## src/rtl/asu_dfi_wr_seq.sv

```systemverilog
// DFI write sequencer: buffers write-data beats in an 8-deep FIFO, issues the
// two-cycle WR command on DFI phase 0, then streams the burst after the write latency.
module asu_dfi_wr_seq #(
  parameter int pDRAM_SIZE = 4,
  parameter int pNUM_RANK  = 2
) (
  input  logic                        clk_i,
  input  logic                        rst_i,
  input  logic                        enable_i,
  input  logic [4:0]                  wrlat_i,
  input  logic                        req_valid_i,
  output logic                        req_ready_o,
  input  logic [pNUM_RANK-1:0]        req_rank_i,
  input  logic                        req_bl8_i,
  input  logic [8:0]                  req_ca_hi_i,
  input  logic [13:0]                 req_ca2_i,
  input  logic                        wdata_valid_i,
  output logic                        wdata_ready_o,
  input  logic [2*pDRAM_SIZE-1:0]     wdata_i,
  input  logic [pDRAM_SIZE/4-1:0]     wmask_i,
  output logic [pNUM_RANK-1:0]        dfi_cs_n_p0,
  output logic [13:0]                 dfi_address_p0,
  output logic                        dfi_wrdata_en_p0,
  output logic [2*pDRAM_SIZE-1:0]     dfi_wrdata_p0,
  output logic [pDRAM_SIZE/4-1:0]     dfi_wrdata_mask_p0,
  output logic                        busy_o,
  output logic [2:0]                  dbg_state_o
);

  localparam int DW = 2 * pDRAM_SIZE;
  localparam int MW = pDRAM_SIZE / 4;

  typedef enum logic [2:0] {
    S_IDLE = 3'd0,
    S_CMD1 = 3'd1,
    S_CMD2 = 3'd2,
    S_WAIT = 3'd3,
    S_DATA = 3'd4
  } state_t;

  // Handshakes: a transfer happens on a rising edge where valid and ready are
  // both high; ready never depends on valid, and valid may be held across cycles.

  state_t               r_state;
  state_t               w_state_nxt;
  logic [4:0]           r_cnt;
  logic [4:0]           w_cnt_nxt;

  logic [pNUM_RANK-1:0] r_rank;
  logic                 r_bl8;
  logic [8:0]           r_ca_hi;
  logic [13:0]          r_ca2;
  logic [4:0]           r_lat;

  logic [pNUM_RANK-1:0] r_cs_n;
  logic [13:0]          r_addr;
  logic                 r_en;
  logic [DW-1:0]        r_wdata;
  logic [MW-1:0]        r_wmask;

  logic [pNUM_RANK-1:0] w_cs_n_nxt;
  logic [13:0]          w_addr_nxt;
  logic                 w_en_nxt;
  logic                 w_pop;

  logic [DW-1:0]        r_mem_data [8];
  logic [MW-1:0]        r_mem_mask [8];
  logic [2:0]           r_wr_ptr;
  logic [2:0]           r_rd_ptr;
  logic [3:0]           r_count;
  logic                 w_push;
  logic                 w_accept;
  logic [4:0]           w_lat_in;
  logic [4:0]           w_beat_last;

  assign wdata_ready_o = (r_count < 4'd8);
  assign w_push        = wdata_valid_i & wdata_ready_o;
  assign req_ready_o   = (r_state == S_IDLE) & enable_i &
                         (r_count >= (req_bl8_i ? 4'd4 : 4'd8));
  assign w_accept      = req_valid_i & req_ready_o;
  assign w_lat_in      = (wrlat_i < 5'd2) ? 5'd2 : wrlat_i;
  assign w_beat_last   = r_bl8 ? 5'd3 : 5'd7;

  // Outputs are registered from the next state, so each state's DFI values
  // appear in the same cycle the state register holds that state.
  always_comb begin
    w_state_nxt = r_state;
    w_cnt_nxt   = r_cnt;
    w_cs_n_nxt  = '1;
    w_addr_nxt  = '0;
    w_en_nxt    = 1'b0;
    w_pop       = 1'b0;
    case (r_state)
      S_IDLE: begin
        if (w_accept) begin
          w_state_nxt = S_CMD1;
          w_cs_n_nxt  = ~req_rank_i;
          w_addr_nxt  = {req_ca_hi_i, 5'b01101};
        end
      end
      S_CMD1: begin
        w_state_nxt = S_CMD2;
        w_addr_nxt  = r_ca2;
      end
      S_CMD2: begin
        w_cnt_nxt = '0;
        if (r_lat == 5'd2) begin
          w_state_nxt = S_DATA;
          w_en_nxt    = 1'b1;
          w_pop       = 1'b1;
        end else begin
          w_state_nxt = S_WAIT;
        end
      end
      S_WAIT: begin
        if (r_cnt == 5'(r_lat - 5'd3)) begin
          w_state_nxt = S_DATA;
          w_cnt_nxt   = '0;
          w_en_nxt    = 1'b1;
          w_pop       = 1'b1;
        end else begin
          w_cnt_nxt = r_cnt + 5'd1;
        end
      end
      S_DATA: begin
        if (r_cnt == w_beat_last) begin
          w_state_nxt = S_IDLE;
          w_cnt_nxt   = '0;
        end else begin
          w_cnt_nxt = r_cnt + 5'd1;
          w_en_nxt  = 1'b1;
          w_pop     = 1'b1;
        end
      end
      default: w_state_nxt = S_IDLE;
    endcase
  end

  always_ff @(posedge clk_i) begin
    if (rst_i) begin
      r_state <= S_IDLE;
      r_cnt   <= '0;
      r_cs_n  <= '1;
      r_addr  <= '0;
      r_en    <= 1'b0;
      r_wdata <= '0;
      r_wmask <= '0;
      r_rank  <= '0;
      r_bl8   <= 1'b0;
      r_ca_hi <= '0;
      r_ca2   <= '0;
      r_lat   <= 5'd2;
    end else begin
      r_state <= w_state_nxt;
      r_cnt   <= w_cnt_nxt;
      r_cs_n  <= w_cs_n_nxt;
      r_addr  <= w_addr_nxt;
      r_en    <= w_en_nxt;
      r_wdata <= w_pop ? r_mem_data[r_rd_ptr] : '0;
      r_wmask <= w_pop ? r_mem_mask[r_rd_ptr] : '0;
      if (w_accept) begin
        r_rank  <= req_rank_i;
        r_bl8   <= req_bl8_i;
        r_ca_hi <= req_ca_hi_i;
        r_ca2   <= req_ca2_i;
        r_lat   <= w_lat_in;
      end
    end
  end

  always_ff @(posedge clk_i) begin
    if (w_push) begin
      r_mem_data[r_wr_ptr] <= wdata_i;
      r_mem_mask[r_wr_ptr] <= wmask_i;
    end
  end

  always_ff @(posedge clk_i) begin
    if (rst_i) begin
      r_wr_ptr <= '0;
      r_rd_ptr <= '0;
      r_count  <= '0;
    end else begin
      if (w_push) r_wr_ptr <= r_wr_ptr + 3'd1;
      if (w_pop)  r_rd_ptr <= r_rd_ptr + 3'd1;
      case ({w_push, w_pop})
        2'b10:   r_count <= r_count + 4'd1;
        2'b01:   r_count <= r_count - 4'd1;
        default: r_count <= r_count;
      endcase
    end
  end

  assign dfi_cs_n_p0        = r_cs_n;
  assign dfi_address_p0     = r_addr;
  assign dfi_wrdata_en_p0   = r_en;
  assign dfi_wrdata_p0      = r_wdata;
  assign dfi_wrdata_mask_p0 = r_wmask;
  assign busy_o             = (r_state != S_IDLE);
  assign dbg_state_o        = r_state;

endmodule
```

## config.mk

```make
export PLATFORM = sky130hd
export DESIGN_NAME = asu_dfi_wr_seq
export DESIGN_NICKNAME = d
export VERILOG_FILES = /design/src/rtl/asu_dfi_wr_seq.sv
export SDC_FILE = /design/constraint.sdc
export NUM_CORES = 1
export LEC_CHECK = 0
export BUFFER_PORTS_ARGS = -buffer_cell sky130_fd_sc_hd__buf_2
export CAP_MARGIN = 10
export CORE_MARGIN = 2
export CORE_UTILIZATION = 50
export CTS_CLUSTER_SIZE = 12
export DETAILED_ROUTE_END_ITERATION = 10
export PLACE_DENSITY = 0.71
export SLEW_MARGIN = 20
export SYNTH_ARGS = -nofsm -noshare
export SYNTH_HDL_FRONTEND = slang
export SYNTH_SLANG_ARGS = --single-unit
```

## constraint.sdc

```tcl
create_clock -name clk_i -period 5.54 [get_ports clk_i]
set_input_delay 0 -clock clk_i [delete_from_list [all_inputs] [get_ports clk_i]]
set_output_delay 0 -clock clk_i [all_outputs]
set_load 0.05 [all_outputs]
```

==> results.cfg <==
[logic_synthesis]
postSynthAreaPerCell_um2 = 12.8
yosys-top-cells-area = edfxtp_1, dfxtp_1, mux4_2, nand2_1, a21oi_1
async_flop_share_pct = 0
synth_nets = 485
seq_area_frac_synth_pct = 62.5
synth_edf_count = 72
yosysWarnings = 0
yosysMostFrequentCell = edfxtp_1
synth_area_um2 = 5510
synth_largest_area_cell = edfxtp_1
netlist_top_cells_count = edfxtp_1, dfxtp_1, nand2_1
synth_cell_types = 52
syn_inst = 430
yosys_register_bits = 136
yosys.area.top_type_share_pct = 39.2
dominantRegCellSynth = edfxtp_1

[min_path]
min_path_cells = 3
holdPathEnd = dfi_address_p0[3]$_SDFF_PP0_
hold_start = enable_i
min_path_type = primary input to flip-flop

[floorplan]
die_h_um = 109
initial_core_util_pct = 51.0
rows = 38
die-width_um = 109
core_um2 = 10800
ios = 77
dieArea_um2 = 11900

[sta]
hold_violations = 0
max_freq_mhz = 305
rsz0062_at_grt = no
finalWorstSetupSlack_ns = 2.26
finClkSkew_ns = 0.00521
period_minus_slack_ns = 3.28
finalSetupViolCount = 0
tightestPinTransition_ns = 1.03
tns_ns = 0
fin_crit_sh_pct = 59.2
final_max_slew_viol_count = 0
relSlewSlack_pct = 31.3

[cts]
cts_max_level = 4
clockBufferDepth = 2
cts_made_buffers = 17
clk_pin_slew_ns = 0.06
cts-root-buf = clkbuf_8
post_cts_buffers = 0
insertion_delay_ns = 0.51
clock-sinks = 136
cts_tree = yes
cts.repair.resized = 0

[setup_path]
crit_type = flip-flop to flip-flop
worstPathRequired_ns = 5.95
reg2reg_depth = 8
cp-start-kind = flip-flop
max_stage_delay_ns = 0.92
path_buf_inv = 2
rrSetupSlack_ns = 2.26
end_kind = flip-flop
path_delay_family = compound AO/OA/AOI/OAI gates
crit_slowest_cell = o2111a_1
arrival_ns = 3.70
timing.rr.end = r_lat[0]$_SDFFE_PP0P_
crit_fanout = 29
rr_startpoint = r_count[2]$_SDFFE_PP0P_
cp_cell_sequence = inv_1 > ha_1 > or3b_1 > a21boi_1 > o2111a_1 > nand3_1 > dlygate4sd3_1 > o31ai_1
crit_start = r_count[2]$_SDFFE_PP0P_

[outcome]
outcome = finished, final reports clean

[routing]
vias = 3707
drt-pass1-iter-count = 4
vias_per_cell = 5.30
drt_iter0_markers = 264
antenna_left = 0
routed_wl_um = 11400
drc = 0
wl_per_cell_um = 16.3

[place]
routabilityCongestion = 0.816
port_buffers = 76
place_area_um2 = 5980
dpl_worst_slack_ns = 2.32
dp_hpwl_um = 6870

[grt]
grt_pass1_wl_um = 18000
track_usage_pct = 20.2
antenna_found_initial = 0
grt_pass1_vias = 3647
grt.overflow.total = 0
grt_max_degree = 59

[final_layout]
drive_gt1_share_pct = 25.2
nNetsFinal = 601
diodes = 0
area_growth_pct = 27.1
post-route-cell-area_um2 = 7000
utilization_pct = 64.9

[power]
leakagePower_nw = 2.58
power_density_nw_per_um2 = 337
ir_worst_vdd_mv = 0.336

[flow_run]
drv_cap = 0
==> worst min-delay path, cell delays in order <==
cell and delay (ns):
buf_2 0.13, o2111ai_4 0.25, a21oi_1 0.10
==> per-stage QoR <==
stage	power, W	hold slack [ns]	cells
6_report	0.00236	0.0352	699
4_1_cts	0.00238	0.0767	699
5_1_grt	0.00245	0.0195	699
3_5_place_dp	0.00129	0.171	623
2_1_floorplan	0.00124	0.0619	430
3_3_place_gp	0.00128	0.164	623
==> power by group <==
group | total (W) | internal, W | switching (W)
clock | 0.00107 | 0.000640 | 0.000427
sequential | 0.00111 | 0.00109 | 0.0000183
combinational | 0.000184 | 0.0000817 | 0.000102
==> logic make-up after synthesis <==
kind of cell / Yosys count / share of synthesized area, %
buf+inv: 32 / 2.50
mux: 31 / 9.81
fa+ha+maj: 10 / 2.27
flops: 136 / 62.5
simple gates: 135 / 12.1
xor+xnor: 14 / 2.23
compound gates: 72 / 8.56
==> sequential cells by signal (all words and copies together), names as in the netlist <==
name / cells
r_mem_data: 64
dfi_address_p0: 14
r_ca2: 14
dfi_wrdata_p0: 8
r_mem_mask: 8
r_cnt: 5
r_lat: 5
r_count: 4
dbg_state_o: 3
r_rd_ptr: 3
r_wr_ptr: 3
dfi_cs_n_p0: 2
dfi_wrdata_en_p0: 1
dfi_wrdata_mask_p0: 1
r_bl8: 1
==> layer usage <==
| metal | track usage [%] | share of wire, % |
|---|---|---|
| met1 | 24.4 | 44 |
| met2 | 34.9 | 50 |
| met3 | 5.74 | 4.6 |
| met4 | 6.41 | 0.83 |
| met5 | 0 | 0 |
==> cell type report <==
type	instances	area [µm²]
Timing Repair Buffer	122	836
Sequential cell	136	3440
Clock inverter	15	151
Multi-Input combinational cell	262	1960
Fill cell	786	3790
Clock buffer	17	414
Tap cell	140	175
Inverter	7	26.3
==> how the worst max path moves through the flow <==
stage | endpoint | slack [ns] | cells after the start
floorplan | r_count[2]$_SDFFE_PP0P_ | 2.47 | 15
global placement | r_count[2]$_SDFFE_PP0P_ | 2.42 | 14
detailed placement | r_count[2]$_SDFFE_PP0P_ | 2.32 | 14
CTS | r_count[2]$_SDFFE_PP0P_ | 2.30 | 14
global route | r_lat[0]$_SDFFE_PP0P_ | 1.98 | 8
finish | r_lat[0]$_SDFFE_PP0P_ | 2.26 | 8
==> placed cells by master, fill, tap and decap left out, types with 3 or more instances in the layout <==
cell type	count
a211oi_1	5
ha_1	10
nor4_1	3
or3b_1	3
clkinv_1	3
clkbuf_16	16
clkinvlp_4	3
o21ai_0	6
mux2i_1	12
mux4_2	18
a21oi_1	31
nor3_1	6
nand2_1	51
clkinv_4	3
dlygate4sd3_1	44
nand2b_1	6
buf_2	76
xor2_1	8
nor3_2	9
dfxtp_1	64
a21o_1	3
and3_1	3
nor2b_1	6
inv_1	6
nand3_1	4
a22oi_1	9
nor2_1	34
edfxtp_1	72
xnor2_1	6
inv_6	3
==> timing repair <==
action                                  4_1_cts  5_1_grt
hold endpoints to repair                    105        0
endpoints found under the setup margin        0        0
hold buffers                                 44        0
No activity file was read; power rests on OpenSTA's default activity.
